[src/rtl/ram_arb_pkg.sv]
// Purpose: shared types for the instruction/data RAM port arbiter.
// Latency: n/a (types only).
// Backpressure: n/a (types only).
package ram_arb_pkg;

   // Which requester owns an outstanding response.
   typedef enum logic {
      OWNER_INSTR = 1'b0,
      OWNER_DATA  = 1'b1
   } owner_e;

   // One outstanding response: issued the cycle after its grant.
   typedef struct packed {
      logic   valid;
      owner_e owner;
      logic   err;
   } resp_t;

   // Bit positions in the two-bit request/grant vectors.
   localparam int unsigned PORT_INSTR = 0;
   localparam int unsigned PORT_DATA  = 1;

endpackage

[src/rtl/rr_arb2.sv]
// Purpose: two-requester round-robin arbiter; on a tie the port not granted last wins.
// Latency: grant is combinational from req; the pointer updates on the clock edge.
// Backpressure: a losing requester is expected to hold req until granted.
// Ports: clk_i, rst_ni; req[1:0] (bit0 instr, bit1 data) -> gnt[1:0] one-hot or zero.
module rr_arb2
   import ram_arb_pkg::*;
(
   input  logic       clk_i,
   input  logic       rst_ni,
   input  logic [1:0] req,
   output logic [1:0] gnt
);

   // Owner of the most recent grant; reset to instr so data wins the first tie.
   owner_e last_q;

   always_comb begin
      gnt = 2'b00;
      case (req)
         2'b01:   gnt = 2'b01;
         2'b10:   gnt = 2'b10;
         2'b11:   gnt = (last_q == OWNER_INSTR) ? 2'b10 : 2'b01;
         default: gnt = 2'b00;
      endcase
   end

   always_ff @(posedge clk_i or negedge rst_ni) begin
      if (!rst_ni) begin
         last_q <= OWNER_INSTR;
      end else if (|gnt) begin
         last_q <= gnt[PORT_DATA] ? OWNER_DATA : OWNER_INSTR;
      end
   end

endmodule

[src/rtl/ram_port_arbiter.sv]
// Purpose: shares one single-port RAM between an instruction-fetch port and a load/store port.
// Latency: grant same cycle as req; rvalid/rdata/err exactly one cycle after the grant.
// Backpressure: at most one grant per cycle; the losing port holds req/addr until granted.
// Ports: clk_i, rst_ni; instr_* fetch handshake; data_* load/store handshake;
//        ram_* request to the RAM and its one-cycle-later response (ram_rvalid_i, ram_rdata_i).
module ram_port_arbiter
   import ram_arb_pkg::*;
#(
   parameter int unsigned Depth = 16384
) (
   input  logic        clk_i,
   input  logic        rst_ni,

   input  logic        instr_req_i,
   output logic        instr_gnt_o,
   output logic        instr_rvalid_o,
   output logic        instr_err_o,
   input  logic [31:0] instr_addr_i,
   output logic [31:0] instr_rdata_o,

   input  logic        data_req_i,
   output logic        data_gnt_o,
   output logic        data_rvalid_o,
   output logic        data_err_o,
   input  logic        data_we_i,
   input  logic [3:0]  data_be_i,
   input  logic [31:0] data_addr_i,
   input  logic [31:0] data_wdata_i,
   output logic [31:0] data_rdata_o,

   output logic        ram_req_o,
   output logic        ram_we_o,
   output logic [3:0]  ram_be_o,
   output logic [31:0] ram_addr_o,
   output logic [31:0] ram_wdata_o,
   input  logic        ram_rvalid_i,
   input  logic [31:0] ram_rdata_i
);

   // 33 bits so Depth*4 == 4 GiB still compares correctly.
   localparam logic [32:0] AddrLimit = 33'(Depth) * 33'd4;

   logic [1:0]  req;
   logic [1:0]  gnt;
   logic        gnt_any;
   logic        gnt_data;
   logic [31:0] win_addr;
   logic        in_range;
   resp_t       resp_d;
   resp_t       resp_q;
   logic        resp_err;
   logic [31:0] resp_rdata;

   assign req = {data_req_i, instr_req_i};

   rr_arb2 u_rr_arb2 (
      .clk_i  (clk_i),
      .rst_ni (rst_ni),
      .req    (req),
      .gnt    (gnt)
   );

   assign gnt_any     = |gnt;
   assign gnt_data    = gnt[PORT_DATA];
   assign instr_gnt_o = gnt[PORT_INSTR];
   assign data_gnt_o  = gnt[PORT_DATA];

   assign win_addr = gnt_data ? data_addr_i : instr_addr_i;
   assign in_range = {1'b0, win_addr} < AddrLimit;

   // Out-of-range grants never touch the RAM; ram_req_o is also held off in reset.
   assign ram_req_o   = gnt_any & in_range & rst_ni;
   assign ram_addr_o  = win_addr;
   // Fetches are always full-word reads.
   assign ram_we_o    = gnt_data & data_we_i;
   assign ram_be_o    = gnt_data ? data_be_i : 4'hF;
   assign ram_wdata_o = gnt_data ? data_wdata_i : 32'h0;

   always_comb begin
      resp_d       = '0;
      resp_d.valid = gnt_any;
      resp_d.owner = gnt_data ? OWNER_DATA : OWNER_INSTR;
      resp_d.err   = ~in_range;
   end

   always_ff @(posedge clk_i or negedge rst_ni) begin
      if (!rst_ni) begin
         resp_q <= '0;
      end else begin
         resp_q <= resp_d;
      end
   end

   // A missing RAM response for an in-range grant is reported as an error
   // rather than silently dropped. Stray ram_rvalid_i with nothing pending
   // is ignored because resp_q.valid gates everything below.
   assign resp_err   = resp_q.err | ~ram_rvalid_i;
   assign resp_rdata = resp_err ? 32'h0 : ram_rdata_i;

   assign instr_rvalid_o = resp_q.valid & (resp_q.owner == OWNER_INSTR);
   assign data_rvalid_o  = resp_q.valid & (resp_q.owner == OWNER_DATA);
   assign instr_err_o    = instr_rvalid_o & resp_err;
   assign data_err_o     = data_rvalid_o & resp_err;
   assign instr_rdata_o  = instr_rvalid_o ? resp_rdata : 32'h0;
   assign data_rdata_o   = data_rvalid_o ? resp_rdata : 32'h0;

endmodule

[config.mk]
export PLATFORM = sky130hd
export DESIGN_NAME = ram_port_arbiter
export DESIGN_NICKNAME = d
export VERILOG_FILES = /design/src/rtl/ram_arb_pkg.sv /design/src/rtl/rr_arb2.sv /design/src/rtl/ram_port_arbiter.sv
export SDC_FILE = /design/constraint.sdc
export NUM_CORES = 1
export LEC_CHECK = 0
export CAP_MARGIN = 10
export CORE_AREA = 2 2 107 109
export DETAILED_ROUTE_END_ITERATION = 7
export DIE_AREA = 0 0 109 111
export HOLD_SLACK_MARGIN = 0.03
export PLACE_DENSITY_LB_ADDON = 0.08
export SLEW_MARGIN = 20
export SYNTH_ARGS = -nofsm -noshare
export SYNTH_HDL_FRONTEND = slang
export SYNTH_SLANG_ARGS = --single-unit
[constraint.sdc]
create_clock -name clk_i -period 1.35 [get_ports clk_i]
set_input_delay 0.2025 -clock clk_i [delete_from_list [all_inputs] [get_ports clk_i]]
set_output_delay 0.2025 -clock clk_i [all_outputs]
set_load 0.05 [all_outputs]
# Word level (Yosys, flattened, before mapping)
# Cells that the tools add are included.
op_classes:
  n_lt_le_gt_ge: 1
  n_eq_ne: 3
  muxes: 9
  bitwise: 11
  n_reduce_logical: 1
ops:
  columns: ["op", "count"]
  rows:
  - ["$mux 32", 5]
  - ["$lt 32x17->1 const B", 1]
  - ["$and 1x1->1", 7]
  - ["$pmux 2 s3", 1]
  - ["$eq 2x2->1 const B", 2]
  - ["$mux 4", 1]
  - ["$not 1->1", 3]
  - ["$eq 2x1->1 const B", 1]
  - ["$mux 2", 1]
  - ["$reduce_or 2->1", 1]
  - ["$mux 1", 1]
  - ["$or 1x1->1", 1]
totals:
  regBits: 4
  out_inout_bits: 140
  word_cells: 29

# Depth between registers and ports, before layout
logic_depth:
  ltp_word: 6
  depth_mapped: 4
  depth_no_buf: 4

# By module
# From an unflattened synthesis, not the netlist that was laid out.
unflattened:
  hier_cells: 183
  area_unflattened_um2: 1346.3
modules_own_cells:
  columns: ["mod", "n_inst", "cells_per_inst", "area_each_um2", "seq_area_each_um2"]
  rows:
  - ["ram_port_arbiter", 1, 177, 1293.7, 75.1]
  - ["rr_arb2", 1, 6, 52.6, 25.0]

# Worst setup path before layout
# No wires, ideal clock.
synth_timing:
  path_type: "register -> output"
  from: "register resp_q[1] (netlist name)"
  to: "output port instr_rdata_o[23]"
  arrival_time_ps: 1769
  path_slack_ps: -621
  path_stages_with_launch: 4
  n_path_buf: 1
  cell_sequence: "dfrtp_1 > nor2b_1 > clkbuf_1 > and3_1"
synth_via:
  elab_chain_cells: 3
synth_rtl:
  columns: ["element", "line_no", "text"]
  rows:
  - ["start: declaration", "ram_port_arbiter.sv:50", "resp_t resp_q;"]
  - ["start signal: assignment", "ram_port_arbiter.sv:90", "resp_q <= resp_d;"]
  - ["$not 1->1", "ram_port_arbiter.sv:100", "assign instr_rvalid_o = resp_q.valid & (resp_q.owner == OWNER_INSTR);"]
  - ["$and 1x1->1", "ram_port_arbiter.sv:100", null]
  - ["named net instr_rvalid_o", "ram_port_arbiter.sv:16", "output logic instr_rvalid_o,"]
  - ["$mux 32", "ram_port_arbiter.sv:104", "assign instr_rdata_o = instr_rvalid_o ? resp_rdata : 32'h0;"]
  - ["end: declaration", "ram_port_arbiter.sv:19", "output logic [31:0] instr_rdata_o,"]
# The timed path passes the listed nets, and every way through them passes these cells.

# Worst setup path in the final report
layout_timing:
  from: "register u_rr_arb2.last_q"
  to: "output port ram_addr_o[9]"
layout_via:
  elab_chain_cells: 3
layout_rtl:
  columns: ["element", "line_no", "text"]
  rows:
  - ["start: declaration", "rr_arb2.sv:15", "owner_e last_q;"]
  - ["start signal: assignment", "rr_arb2.sv:31", "last_q <= gnt[PORT_DATA] ? OWNER_DATA : OWNER_INSTR;"]
  - ["$mux 2", "rr_arb2.sv:22", "2'b11: gnt = (last_q == OWNER_INSTR) ? 2'b10 : 2'b01;"]
  - ["$pmux 2 s3", "rr_arb2.sv:19", "case (req)"]
  - ["$mux 32", "ram_port_arbiter.sv:68", "assign win_addr = gnt_data ? data_addr_i : instr_addr_i;"]
  - ["end: declaration", "ram_port_arbiter.sv:34", "output logic [31:0] ram_addr_o,"]
# No other way between the ends.

==> metrics.txt <==
# TYPE chip_impl_metric gauge
chip_impl_info{name="run_status",value="finished, violations left"} 1
chip_impl_info{name="failing_checks",value="negative setup slack"} 1
chip_impl_metric{name="vias_in_the_first_global_route",unit=""} 2781
chip_impl_metric{name="detail_route.iter0.violations",unit=""} 44
chip_impl_metric{name="numPlacedInstances",unit=""} 619
chip_impl_metric{name="final_hold_viol_count",unit=""} 0
chip_impl_metric{name="die_h",unit="microns"} 111
chip_impl_metric{name="gp_congestion",unit=""} 0.7364
chip_impl_metric{name="maximum_cell_stage_delay_along_the_critical_path",unit="ns"} 0.42
chip_impl_metric{name="reg2reg_depth",unit=""} 4
chip_impl_info{name="cts_tree",value="yes"} 1
chip_impl_metric{name="post-route-worst-setup-slack",unit="ns"} -0.4769
chip_impl_metric{name="finalWirelength",unit="mm"} 9.902
chip_impl_metric{name="count_of_standard_cell_rows",unit=""} 39
chip_impl_metric{name="period_needed",unit="ns"} 1.827
chip_impl_metric{name="cellLeakagePower",unit="nW"} 2.840
chip_impl_metric{name="routed_via_density",unit=""} 4.103
chip_impl_metric{name="yosysSeqAreaShare",unit="%"} 7.435
chip_impl_metric{name="flow.area_growth_from_synthesis",unit="%"} 386.5
chip_impl_metric{name="grt_remaining_overflow",unit=""} 0
chip_impl_info{name="min-delay-path-class",value="input pin to async pin"} 1
chip_impl_metric{name="insertion_delay",unit="ns"} 0.22
chip_impl_info{name="setup.worst_path.start_class",value="register"} 1
chip_impl_info{name="crit_chain",value="a21boi_4 > buf_4 > buf_8 > mux2_4 > buf_6"} 1
chip_impl_metric{name="netlist_area",unit="sq mm"} 0.001346
chip_impl_metric{name="synth_simple_gate_area_share",unit="%"} 55.58
chip_impl_info{name="critical_path.endpoint_type",value="output port"} 1
chip_impl_metric{name="grt_pass1_wl",unit="mm"} 14.45
chip_impl_metric{name="worstPathBufferInverterCount",unit=""} 3
chip_impl_metric{name="number_of_nets_in_the_final_layout",unit=""} 636
chip_impl_metric{name="r2r_slack",unit="ns"} 0.02
chip_impl_metric{name="cell_count_final_fillers_out",unit=""} 640
chip_impl_metric{name="fillCellCount",unit=""} 913
chip_impl_metric{name="chipWidth",unit="microns"} 109
chip_impl_metric{name="grt_usage",unit="%"} 15.17
chip_impl_metric{name="postSynthAreaPerCell",unit="sq um"} 7.479
chip_impl_info{name="cp_slowest_cell",value="sky130_fd_sc_hd__dfrtp_2"} 1
chip_impl_metric{name="worst_setup_hold_path_clk_slew",unit="ns"} 0.03
chip_impl_metric{name="finalCritPeriodShare",unit="%"} 135.3
chip_impl_metric{name="area_fraction_in_compound_gates_after_synthesis",unit="%"} 2.323
chip_impl_metric{name="clock_sink_count",unit=""} 4
chip_impl_metric{name="postSynthRegisterBits",unit=""} 4
chip_impl_info{name="critPathKind",value="register to output port"} 1
chip_impl_metric{name="timing.slew.headroom",unit="%"} 82.66
chip_impl_metric{name="vias",unit=""} 2626
chip_impl_info{name="r2r_endpoint",value="resp_q[0]"} 1
chip_impl_metric{name="initial_core_util",unit="%"} 12.15
chip_impl_metric{name="route.detailed.drc",unit=""} 0
chip_impl_metric{name="ys.warnings.count",unit=""} 0
chip_impl_info{name="gate_family_responsible_for_the_most_delay_along_the_worst_path",value="buffers and inverters"} 1
chip_impl_metric{name="tritoncts.num_buffers",unit=""} 3
chip_impl_metric{name="maxSlewViolCount",unit=""} 0
chip_impl_metric{name="floorplan.die_area",unit="sq mm"} 0.01210
chip_impl_metric{name="timing.critical_path.arrival",unit="ns"} 1.62
chip_impl_info{name="startpoint_of_the_lowest_slack_register_to_register_path",value="u_rr_arb2.last_q"} 1
chip_impl_metric{name="vdd_drop_max",unit="mV"} 0.3207
chip_impl_metric{name="tns",unit="ns"} -47.84
chip_impl_info{name="critPathLaunch",value="u_rr_arb2.last_q"} 1
chip_impl_metric{name="clock_path_buffers",unit=""} 2
chip_impl_metric{name="post_synth_fa_ha_maj_area_fraction",unit="%"} 0
chip_impl_metric{name="worst_pin_slew",unit="ns"} 0.2580
chip_impl_metric{name="cts-htree-levels",unit=""} 1
chip_impl_metric{name="holdWs",unit="ns"} 0.2767
chip_impl_metric{name="clk_skew",unit="ns"} 0.004309
chip_impl_metric{name="cp.required",unit="ns"} 1.15
chip_impl_info{name="largest_family_of_logic_cells_by_synthesized_area",value="simple AND/OR/NAND/NOR gates"} 1
chip_impl_info{name="clock_tree.root_cell",value="sky130_fd_sc_hd__clkbuf_16"} 1
chip_impl_metric{name="synth_nets",unit=""} 318
chip_impl_metric{name="dr.pass1.iters",unit=""} 4
chip_impl_metric{name="antenna_found_initial",unit=""} 1
chip_impl_metric{name="powerDensity",unit="mW/mm^2"} 439.7
chip_impl_metric{name="syn-instance-count",unit=""} 180
chip_impl_metric{name="remaining_number_of_nets_flagged_by_the_antenna_check_after_routing",unit=""} 0
chip_impl_metric{name="count_of_endpoints_failing_setup_in_the_final_report",unit=""} 138
chip_impl_metric{name="synth_cell_types",unit=""} 20
chip_impl_metric{name="place_worst_setup_slack",unit="ns"} -0.6777
chip_impl_metric{name="synth_xor_area_share",unit="%"} 0
chip_impl_metric{name="core",unit="sq mm"} 0.01108
chip_impl_metric{name="grt_max_degree",unit=""} 35
chip_impl_metric{name="synth_mux_area_share",unit="%"} 27.60
chip_impl_metric{name="portBuffers",unit=""} 277
chip_impl_info{name="grt_setup_unrepaired",value="true"} 1
chip_impl_metric{name="route.detailed.wl_per_inst",unit="microns"} 15.47
chip_impl_metric{name="drive_above_1_share",unit="%"} 70.16
chip_impl_metric{name="critPathMaxFanout",unit=""} 9
chip_impl_metric{name="fmax",unit="GHz"} 0.5474
chip_impl_metric{name="hpwl",unit="mm"} 8.051
chip_impl_metric{name="ioPinCount",unit=""} 278
chip_impl_metric{name="utilization",unit="%"} 59.13
chip_impl_metric{name="cap_violations",unit=""} 0
## cell families after synthesis
| family | Yosys count |
|---|---|
| flip-flops | 4 |
| AND/OR/NAND/NOR | 122 |
| AO/OA/AOI/OAI | 3 |
| multiplexers | 33 |
| buffers and inverters | 18 |
## repair_timing
| item | CTS | global route |
|---|---|---|
| endpoints found under the setup margin | 139 | 140 |
| endpoints found under the hold margin | 0 | 0 |
| hold buffers | 0 | 0 |
| buffers inserted | 8 | 3 |
| resized for setup | 109 | 9 |
| pin swaps | 44 | 17 |
| cloned | 4 | 3 |
## synth_stat cells
master	count	share of area (%)
sky130_fd_sc_hd__buf_6	3	2.5
sky130_fd_sc_hd__nor2_1	4	1.1
sky130_fd_sc_hd__nand2_1	2	0.56
sky130_fd_sc_hd__mux2_1	2	1.7
sky130_fd_sc_hd__a21oi_1	1	0.37
sky130_fd_sc_hd__and3_1	32	15
sky130_fd_sc_hd__buf_2	1	0.37
sky130_fd_sc_hd__nand2b_1	5	2.3
sky130_fd_sc_hd__nor2b_1	2	0.93
sky130_fd_sc_hd__mux2_2	31	26
sky130_fd_sc_hd__nor4_1	8	3.7
sky130_fd_sc_hd__dfrtp_1	4	7.4
sky130_fd_sc_hd__inv_1	2	0.56
sky130_fd_sc_hd__nand4_1	2	0.93
sky130_fd_sc_hd__a21boi_0	1	0.56
sky130_fd_sc_hd__buf_4	1	0.56
sky130_fd_sc_hd__or2_2	1	0.46
sky130_fd_sc_hd__and2_1	66	31
sky130_fd_sc_hd__clkbuf_1	11	3.1
sky130_fd_sc_hd__a21boi_4	1	1.4
## per-stage QoR
step           power [mW]  area, sq um
6_report            2.880         6550
5_1_grt             2.984         6550
4_1_cts             2.870         6440
3_5_place_dp        2.241         5858
3_3_place_gp        2.227         5858
2_1_floorplan       1.196         1765
## sequential cells by signal, summed over array words and instances (netlist names)
name,cells
u_rr_arb2.last_q,1
resp_q,3
## placed cells by master, fill, tap and decap left out
cell type                         count
sky130_fd_sc_hd__a21boi_2             1
sky130_fd_sc_hd__a21boi_4             1
sky130_fd_sc_hd__a21oi_1              1
sky130_fd_sc_hd__and2_2              13
sky130_fd_sc_hd__and2_4              53
sky130_fd_sc_hd__and3_4              32
sky130_fd_sc_hd__buf_12             110
sky130_fd_sc_hd__buf_16               2
sky130_fd_sc_hd__buf_4               28
sky130_fd_sc_hd__buf_6               40
sky130_fd_sc_hd__buf_8                9
sky130_fd_sc_hd__clkbuf_16            6
sky130_fd_sc_hd__clkdlybuf4s50_1    113
sky130_fd_sc_hd__dfrtp_1              3
sky130_fd_sc_hd__dfrtp_2              1
sky130_fd_sc_hd__diode_2              1
sky130_fd_sc_hd__dlygate4sd2_1       23
sky130_fd_sc_hd__dlymetal6s2s_1       1
sky130_fd_sc_hd__inv_1                2
sky130_fd_sc_hd__mux2_4              33
sky130_fd_sc_hd__nand2_1              2
sky130_fd_sc_hd__nand2b_4             5
sky130_fd_sc_hd__nand4_1              2
sky130_fd_sc_hd__nor2_1               1
sky130_fd_sc_hd__nor2_2               1
sky130_fd_sc_hd__nor2_4               2
sky130_fd_sc_hd__nor2b_2              1
sky130_fd_sc_hd__nor2b_4              1
sky130_fd_sc_hd__nor4_2               7
sky130_fd_sc_hd__nor4_4               1
sky130_fd_sc_hd__or2_2                1
## metal layers
| metal | up-vias | global-route usage, % | share of wire (%) |
|---|---|---|---|
| met5 | - | 0 | 0 |
| met4 | 0 | 4.530 | 1.8 |
| met3 | 14 | 5.232 | 11 |
| met2 | 148 | 29.98 | 57 |
| met1 | 1208 | 14.10 | 30 |
| li1 | 1256 | - | - |
## cell type report
cell class | instances | area [sq um] | area share [%]
Antenna cell | 1 | 2.502 | 0.03820
Clock buffer | 3 | 75.07 | 1.146
Inverter | 2 | 7.507 | 0.1146
Multi-Input combinational cell | 158 | 1712 | 26.13
Sequential cell | 4 | 101.3 | 1.547
Tap cell | 143 | 178.9 | 2.732
Timing Repair Buffer | 329 | 4473 | 68.29
## worst max path at each step
stage	end	depth (start not counted)	slack (ns)
after floorplan	ram_req_o	3	-0.14
after global placement	ram_req_o	7	-0.68
after detailed placement	ram_req_o	7	-0.68
after CTS	ram_addr_o[19]	5	-0.50
after global routing	ram_addr_o[9]	5	-0.53
final	ram_addr_o[9]	5	-0.48
## report_power, final
part	total (mW)	switching, mW	internal, mW
clock	0.462	0.0831	0.378
sequential	0.138	0.00801	0.130
combinational	2.28	1.08	1.20
total	2.88	1.18	1.70
## worst reg2reg max path: cells and delay by family, from the launching register on
kind / cells / cell delay (ns)
AOI/OAI and AO/OA: 1 / 0.20
muxes: 1 / 0.33
buffers and inverters: 2 / 0.28
DFF: 1 / 0.42
(Power assumes the default switching activity.)
